$ cat config.mk
export PLATFORM = sky130hd
export DESIGN_NAME = countdown_timer_flat
export DESIGN_NICKNAME = d
export VERILOG_FILES = /design/src/rtl/countdown_timer_pkg.sv /design/src/rtl/countdown_timer_if.sv /design/src/rtl/countdown_timer_tick_prescaler.sv /design/src/rtl/countdown_timer.sv /design/src/flat_wrapper.sv
export SDC_FILE = /design/constraint.sdc
export NUM_CORES = 1
export LEC_CHECK = 0
export BUFFER_PORTS_ARGS = -buffer_cell sky130_fd_sc_hd__buf_2
export CAP_MARGIN = 40
export CORE_MARGIN = 5
export CORE_UTILIZATION = 55
export DETAILED_ROUTE_END_ITERATION = 16
export HOLD_SLACK_MARGIN = 0.02
export PLACE_DENSITY = 0.81
export SLEW_MARGIN = 30
export SYNTH_ARGS = -nofsm -noshare
export SYNTH_HDL_FRONTEND = slang
export SYNTH_SLANG_ARGS = --single-unit
$ cat constraint.sdc
create_clock -name clk -period 3.39 [get_ports clk]
set_input_delay 0.678 -clock clk [delete_from_list [all_inputs] [get_ports clk]]
set_output_delay 0.678 -clock clk [all_outputs]
set_load 0.02 [all_outputs]
$ cat src/rtl/countdown_timer_pkg.sv
// Shared types and defaults for the countdown timer slice.
// Optional feature macro used by this slice: TIMER_AUTO_RELOAD_EN.
package timer_pkg;

  localparam int WIDTH_DEF    = 32;
  localparam int PRESCALE_DEF = 50000;

  typedef enum logic [1:0] {
    ST_IDLE  = 2'd0,
    ST_RUN   = 2'd1,
    ST_PAUSE = 2'd2,
    ST_DONE  = 2'd3
  } state_t;

  // Counter width able to hold PRESCALE-1; never narrower than one bit.
  function automatic int prescale_width(input int prescale);
    return (prescale > 1) ? $clog2(prescale) : 1;
  endfunction

endpackage

$ cat src/rtl/countdown_timer_if.sv
// Software-facing strobe/status bundle of the countdown timer.
// master drives the strobes, slave is the timer itself.
interface countdown_timer_if
  import timer_pkg::*;
#(
  parameter int WIDTH = WIDTH_DEF
);
  logic             load;
  logic [WIDTH-1:0] load_val;
  logic             start;
  logic             pause;
  logic [WIDTH-1:0] count;
  logic             running;
  logic             expired;
  logic             done;

  modport master (
    output load, load_val, start, pause,
    input  count, running, expired, done
  );

  modport slave (
    input  load, load_val, start, pause,
    output count, running, expired, done
  );
endinterface

$ cat src/rtl/countdown_timer_tick_prescaler.sv
// PRESCALE-1..0 down-counter producing one enabled tick per PRESCALE
// enabled cycles. Holds its value while en is low so a paused run
// resumes mid-period.
module tick_prescaler
  import timer_pkg::*;
#(
  parameter int PRESCALE = PRESCALE_DEF
) (
  input  logic clk,
  input  logic clr,
  input  logic en,
  input  logic reload,
  output logic tick
);
  localparam int            PW  = prescale_width(PRESCALE);
  localparam logic [PW-1:0] TOP = PW'(PRESCALE - 1);

  logic [PW-1:0] value;

  assign tick = en && (value == '0);

  // Reload wins over counting; wrap to TOP on each tick.
  always_ff @(posedge clk or negedge clr) begin
    if (!clr) begin
      value <= TOP;
    end else if (reload || tick) begin
      value <= TOP;
    end else if (en) begin
      value <= value - PW'(1);
    end
  end
endmodule

$ cat src/rtl/countdown_timer.sv
// Loadable down-counter with prescaler; one-cycle expired pulse on reaching 0.
// Optional feature macro: TIMER_AUTO_RELOAD_EN (reload on expiry, stay in RUN).
//
// state | meaning
// IDLE  | loaded or reset, waiting for start
// RUN   | prescaler active, count decrements once per PRESCALE cycles
// PAUSE | prescaler and count frozen, start resumes
// DONE  | count reached 0, only load or reset leaves
module countdown_timer
  import timer_pkg::*;
#(
  parameter int WIDTH    = WIDTH_DEF,
  parameter int PRESCALE = PRESCALE_DEF
) (
  input  logic                  clk,
  input  logic                  clr,
  countdown_timer_if.slave      bus
);
  state_t           state, state_nxt;
  logic [WIDTH-1:0] count_q;
  logic             running_q, done_q, expired_q;
  logic             running_d, done_d, expired_d;
  logic             tick_en, tick, last;
  logic             run_on;

`ifdef TIMER_AUTO_RELOAD_EN
  logic [WIDTH-1:0] reload_q;

  // Reload value follows every load.
  always_ff @(posedge clk or negedge clr) begin
    if (!clr) begin
      reload_q <= '0;
    end else if (bus.load) begin
      reload_q <= bus.load_val;
    end
  end

  assign run_on = (reload_q != '0);
`else
  assign run_on = 1'b0;
`endif

  // Pause and load freeze the prescaler on the very edge they arrive.
  assign tick_en = (state == ST_RUN) && !bus.load && !bus.pause;
  assign last    = tick && (count_q == WIDTH'(1));

  tick_prescaler #(.PRESCALE(PRESCALE)) u_presc (
    .clk    (clk),
    .clr    (clr),
    .en     (tick_en),
    .reload (bus.load),
    .tick   (tick)
  );

  // State register and registered status outputs.
  always_ff @(posedge clk or negedge clr) begin
    if (!clr) begin
      state     <= ST_IDLE;
      running_q <= 1'b0;
      done_q    <= 1'b0;
      expired_q <= 1'b0;
    end else begin
      state     <= state_nxt;
      running_q <= running_d;
      done_q    <= done_d;
      expired_q <= expired_d;
    end
  end

  // Next-state decode; priority load > pause > start.
  always_comb begin
    state_nxt = state;
    if (bus.load) begin
      state_nxt = ST_IDLE;
    end else begin
      case (state)
        ST_IDLE:  if (bus.start) state_nxt = (count_q == '0) ? ST_DONE : ST_RUN;
        ST_RUN: begin
          if (bus.pause)  state_nxt = ST_PAUSE;
          else if (last)  state_nxt = run_on ? ST_RUN : ST_DONE;
        end
        ST_PAUSE: if (bus.start) state_nxt = ST_RUN;
        default:  state_nxt = ST_DONE;
      endcase
    end
  end

  // Output decode from the next state; expiry pulse suppressed by load.
  always_comb begin
    running_d = (state_nxt == ST_RUN);
    done_d    = (state_nxt == ST_DONE);
    expired_d = 1'b0;
    if (!bus.load) begin
      if (state == ST_IDLE && bus.start && count_q == '0) expired_d = 1'b1;
      if (state == ST_RUN && last)                        expired_d = 1'b1;
    end
  end

  // Count datapath: only ticks in RUN move it, and never below 0.
  always_ff @(posedge clk or negedge clr) begin
    if (!clr) begin
      count_q <= '0;
    end else if (bus.load) begin
      count_q <= bus.load_val;
    end else if (tick && count_q != '0) begin
`ifdef TIMER_AUTO_RELOAD_EN
      count_q <= last ? reload_q : count_q - WIDTH'(1);
`else
      count_q <= count_q - WIDTH'(1);
`endif
    end
  end

  assign bus.count   = count_q;
  assign bus.running = running_q;
  assign bus.done    = done_q;
  assign bus.expired = expired_q;
endmodule

$ cat src/flat_wrapper.sv
// flat-port wrapper written by rule: the top's interface ports become plain ports
module countdown_timer_flat import timer_pkg::*;
#(
  parameter int WIDTH    = WIDTH_DEF,
  parameter int PRESCALE = PRESCALE_DEF
)
  (clk, clr, bus_load, bus_load_val, bus_start, bus_pause, bus_count, bus_running, bus_expired, bus_done);
  countdown_timer_if #(.WIDTH(WIDTH)) bus_i ();
  input  logic clk;
  input  logic clr;
  input wire logic [$bits(bus_i.load)-1:0] bus_load;
  input wire logic [$bits(bus_i.load_val)-1:0] bus_load_val;
  input wire logic [$bits(bus_i.start)-1:0] bus_start;
  input wire logic [$bits(bus_i.pause)-1:0] bus_pause;
  output wire logic [$bits(bus_i.count)-1:0] bus_count;
  output wire logic [$bits(bus_i.running)-1:0] bus_running;
  output wire logic [$bits(bus_i.expired)-1:0] bus_expired;
  output wire logic [$bits(bus_i.done)-1:0] bus_done;
  assign bus_i.load = bus_load;
  assign bus_i.load_val = bus_load_val;
  assign bus_i.start = bus_start;
  assign bus_i.pause = bus_pause;
  assign bus_count = bus_i.count;
  assign bus_running = bus_i.running;
  assign bus_expired = bus_i.expired;
  assign bus_done = bus_i.done;
  countdown_timer #(.WIDTH(WIDTH), .PRESCALE(PRESCALE)) u_core (.clk(clk), .clr(clr), .bus(bus_i));
endmodule
# Word-level counts from Yosys, hierarchy flattened

Index checks and enable logic that the tools add are counted.
W data, S select, Z words.

Register bits after elaboration: 53
Input port bits: 37
Output and inout port bits: 35
Logic and storage cells: 44

Add/subtract/negate cells: 2
Eq/ne operators: 5
Multiplexer cells: 14
Reductions and logical operators: 17

Operator list:

| kind                    | count |
|---|---|
| $mux W32                | 2 |
| $eq A32 B1 Y1 const B   | 1 |
| $logic_not A32 Y1       | 1 |
| $mux W16                | 2 |
| $reduce_bool A32 Y1     | 1 |
| $sub A32 B1 Y32 const B | 1 |
| $logic_not A16 Y1       | 1 |
| $sub A16 B1 Y16 const B | 1 |
| $mux W2                 | 6 |
| $logic_and A1 B1 Y1     | 8 |
| $pmux W2 S3             | 1 |
| $eq A2 B1 Y1 const B    | 2 |
| $eq A2 B2 Y1 const B    | 2 |
| $reduce_bool A2 Y1      | 2 |
| $mux W1                 | 3 |
| $logic_not A1 Y1        | 2 |
| $logic_not A2 Y1        | 1 |
| $logic_or A1 B1 Y1      | 1 |

# Longest topological paths before layout

Word-level depth: 10
Depth in mapped cells: 9
Depth with buffers taken out: 7

# Cells and area by module

A second synthesis with hierarchy kept.

Cell total of the unflattened synthesis: 350
Area total of the unflattened synthesis: 3273.1 um^2

By module, submodules not included:

| module          | times used | cells each | area an instance (um^2) | seq. area each (um^2) |
|---|---|---|---|---|
| countdown_timer | 1          | 258        | 2338.5                  | 925.9 |
| tick_prescaler  | 1          | 92         | 934.6                   | 411.6 |

# Worst setup path after synthesis

No wires, ideal clock.

Path type: register to register
Start point: register u_core.count_q[6], in the netlist u_core.bus.count[6]
End point: register u_core.count_q[10], in the netlist u_core.bus.count[10]
Library setup time: 130 ps
Arrival time: 2674 ps
Required time: 3260 ps
Slack: 586 ps
Cell stages (with the launch flop): 10
Buffers on the path: 4
Clock period less this slack: 2804 ps
Path through: dfrtp_1 or4_4 buf_6 or4_1 buf_2 or4_4 buf_6 o21ai_4 buf_4 o22ai_1

Word-level cells in the longest chain between the ends: 3
Elaborated cells between the ends (all ways): 6
Those cells by class: add/sub (1); mux (2); reduce/logical (3)

RTL lines:

| item                                                          | RTL line                                       | text |
|---|---|---|
| start, declared                                               | countdown_timer.sv:20                          | `logic [WIDTH-1:0] count_q;` |
| start signal, assigned                                        | countdown_timer.sv:104                         | `count_q <= bus.load_val;` |
| start signal, assigned                                        | countdown_timer.sv:109                         | `count_q <= count_q - WIDTH'(1);` |
| $sub A32 B1 Y32 / $reduce_bool A32 Y1 (equally long branches) | countdown_timer.sv:109, countdown_timer.sv:105 |  |
| $mux W32 / $logic_and A1 B1 Y1 (equally long branches)        | countdown_timer.sv:105                         | `end else if (tick && count_q != '0) begin` |
| $mux W32 / $reduce_bool A2 Y1 (equally long branches)         | -                                              |  |

Parallel ways exist; a longest one is shown, timed or not. The select of a mux whose other input is x is not followed.
A chain may end at the register's enable or synchronous reset.

# Worst setup path after layout

Start point: register u_core.count_q[6], in the netlist u_core.bus.count[6]
End point: register u_core.count_q[8], in the netlist u_core.bus.count[8]

The elaborated chain is that of the path after synthesis.

==> run_results.csv <==
group,metric,value,unit
finish,drive_gt1_frac,0.257,
floorplanning,fp.dieW,87.9,microns
timing,finalMaxSlewViolations,0,
critical_path,rrSetupSlack,0.50,ns
global_routing,grt_start_max_net_pins,62,
yosys,synth_cell_types,57,
global_routing,grt-ovfl-total,0,
timing,max-slew-margin-rel,0.451,
yosys,synthArstFlopShare,1.00,
global_routing,antenna_found_initial,0,
clock_network,cts_hold_buf,0,
critical_path,slowest_delay,0.61,ns
yosys,synth_edf_count,0,
yosys,yosysSeqAreaShare,0.401,
worst_hold_path,hp-class,"in2async",
timing,tightest_slew,0.818,ns
critical_path,worstSetupPathType,"reg2reg",
floorplanning,initial_core_util,0.564,
clock_network,clk_latency,0.32,ns
timing,period_share,0.853,
clock_network,numCtsBuffers,5,
yosys,ys_ff_latch,53,
critical_path,cp_common_cell,"or4_4",
clock_network,cts_setup_buffers,0,
power_and_ir_drop,clock_power_share,0.267,
finish,syn_to_final_growth,16.1,%
clock_network,cts.sinks,53,
timing,setup_viol,0,
power_and_ir_drop,fin_total_pwr,1.68,mW
yosys,synth.net_count,417,
power_and_ir_drop,irDropWorstVdd,0.000196,V
timing,skew,0.00845,ns
timing,max_freq,346,MHz
floorplanning,num_io_pins,72,
clock_network,cts_tree,"done",
finish,final_nets,480,
run,timing.max_cap.violations,0,
global_routing,grtUsageTotal,0.263,
critical_path,slowest_stage,"or4_4",
power_and_ir_drop,p_leak,1.64,nW
drt,drcViolationCount,0,
drt,num_vias,3315,
critical_path,path_max_fanout,9,
power_and_ir_drop,netSwitchingPower,603,uW
outcome,status,"completed",
drt,wl_per_cell,18.8,microns
timing,hold_viol,0,
clock_network,htreeDepth,2,
yosys,yosysWarningCount,0,
critical_path,endpoint_kind,"register",
place,dpl.hpwl,6.61,mm
power_and_ir_drop,seqPwrFrac,0.455,
place,routabilityCongestion,0.902,
floorplanning,dieHeight,87.9,microns
floorplanning,rows,28,
global_routing,first_global_vias,3240,
timing,rsz0062_at_grt,"no",
timing,layout_min_cycle_time,2.89,ns
yosys,synth_ff_type,"dfrtp_1",
drt,drt-total-wl,9.67,mm
critical_path,cp_top_family,"simple AND/OR/NAND/NOR gates",
global_routing,grt_pass1_wl,16.1,mm
timing,fin_setup_tns,0,ns
critical_path,worstPathCellList,"or4_4 > or4_1 > or4_4 > o21ai_4 > buf_4 > o22a_1",
yosys,syn-instance-count,375,
clock_network,cts_resized,0,
drt,dr.first_iter.drc_count,446,
power_and_ir_drop,p_int,1.07,mW
clock_network,clk_pin_slew,0.10,ns
power_and_ir_drop,p_per_area,433,nW/um^2
clock_network,clockRootBuffer,"clkbuf_8",
finish,diodes,0,
drt,drtAntennaViolNets,0,
drt,first_pass_iters,5,
yosys,netlist_area,3340,sq um
clock_network,cts_max_path_buffers,2,
drt,viasPerCell,6.45,
critical_path,start_kind,"register",
critical_path,cp_num_buf_inv,1,
power_and_ir_drop,switching_share,0.359,
power_and_ir_drop,combPwrFrac,0.278,
critical_path,cp.arrival,3.16,ns
floorplanning,dieArea,7720,sq um
floorplanning,core-area,5920,sq um
yosys,avgSynthCellArea,8.90,sq um
place,io_buffers,71,
critical_path,cp.required,3.65,ns
[layer usage]
metal	up-vias	GRT usage	part of all wire
met5	-	0	0
met4	0	0.0683	0.015
met3	20	0.0499	0.076
met2	141	0.447	0.50
met1	1590	0.343	0.41
li1	1564	-	-
[state kept, by name (all words and copies together) (netlist names)]
register and flops:
u_core.state 2, u_core.bus.done 1, u_core.bus.expired 1, u_core.bus.running 1, u_core.bus.count 32, u_core.u_presc.value 16
[cell usage after synthesis, types with 5 or more instances]
cell type / count / area share
ha_1: 5 / 0.019
nand3_1: 11 / 0.016
or3_1: 6 / 0.011
nor2_1: 29 / 0.033
a22oi_1: 11 / 0.025
nand2_1: 19 / 0.021
dfstp_2: 9 / 0.071
nor3_1: 18 / 0.027
nand4_1: 6 / 0.011
o2bb2ai_1: 6 / 0.016
inv_1: 29 / 0.033
or4_1: 8 / 0.018
dfrtp_1: 44 / 0.33
o21ai_0: 10 / 0.015
nor4_1: 11 / 0.021
clkbuf_1: 23 / 0.026
a211oi_1: 9 / 0.020
o22ai_1: 17 / 0.032
a2bb2oi_1: 6 / 0.016
xnor2_1: 7 / 0.018
a221oi_1: 14 / 0.037
a21oi_1: 14 / 0.021
[placed cells by master, fill, tap and decap left out, types with 6 or more instances in the layout]
cell and instances:
nor3_1 18, o22ai_1 17, or3_1 6, nand2_1 19, a21oi_1 14, a2bb2oi_1 6
a22oi_1 11, o21ai_0 10, dfrtp_1 44, o2bb2ai_1 6, a211oi_1 9, nor4_1 10
a221oi_1 14, or4_1 8, buf_4 15, dfstp_2 9, buf_2 71, inv_1 29
xnor2_1 7, nand3_1 11, nand4_1 6, nor2_1 29
[per-stage QoR]
stage	hold slack (ns)	area (sq um)	util	std cells	setup WS [ns]
floorplan	0.382	3340	-	375	0.586
global placement	0.495	3760	0.635	506	0.558
detailed placement	0.518	3760	0.635	506	0.545
CTS	0.497	3870	0.654	514	0.527
global route	0.542	3870	0.654	514	0.395
finish	0.466	3870	0.654	514	0.497
[area by class of cell]
type                            count  area (sq um)
Clock buffer                        6          72.6
Clock inverter                      2          38.8
Fill cell                         507          2050
Inverter                           29           109
Multi-Input combinational cell    263          1750
Sequential cell                    53          1340
Tap cell                           75          93.8
Timing Repair Buffer               86           468
[cell families (layout without fill, tap and decap cells)]
family / Yosys count / in the layout / synth area share
and+or+nand+nor: 125 / 125 / 0.202
AOI/OAI and AO/OA: 121 / 121 / 0.271
buffers and inverters: 59 / 123 / 0.0754
DFF: 53 / 53 / 0.401
xor gates and xnor gates: 10 / 10 / 0.0262
adders and majority gates: 5 / 5 / 0.0187
muxes: 2 / 2 / 0.00600
[worst paths after layout]
path                                                     start                             endpoint  depth (start not counted)
min reg2reg                u_core.u_presc.value[6]$_DFFE_PN1P_  u_core.u_presc.value[6]$_DFFE_PN1P_                          2
min                                                        clr     u_core.bus.count[13]$_DFFE_PN0P_                          2
max in group asynchronous                                  clr     u_core.bus.count[25]$_DFFE_PN0P_                          2
max reg2reg                    u_core.bus.count[6]$_DFFE_PN0P_      u_core.bus.count[8]$_DFFE_PN0P_                          6
max                            u_core.bus.count[6]$_DFFE_PN0P_      u_core.bus.count[8]$_DFFE_PN0P_                          6
min in group clk           u_core.u_presc.value[6]$_DFFE_PN1P_  u_core.u_presc.value[6]$_DFFE_PN1P_                          2
[power by group through the flow]
stage,Sequential (mW),Combinational (mW),Clock [mW]
2_1_floorplan,0.831,0.233,0
3_3_place_gp,0.770,0.451,0
3_5_place_dp,0.773,0.460,0
4_1_cts,0.760,0.462,0.454
5_1_grt,0.775,0.503,0.478
6_report,0.763,0.465,0.448
Power figures use the tool's default switching activity.
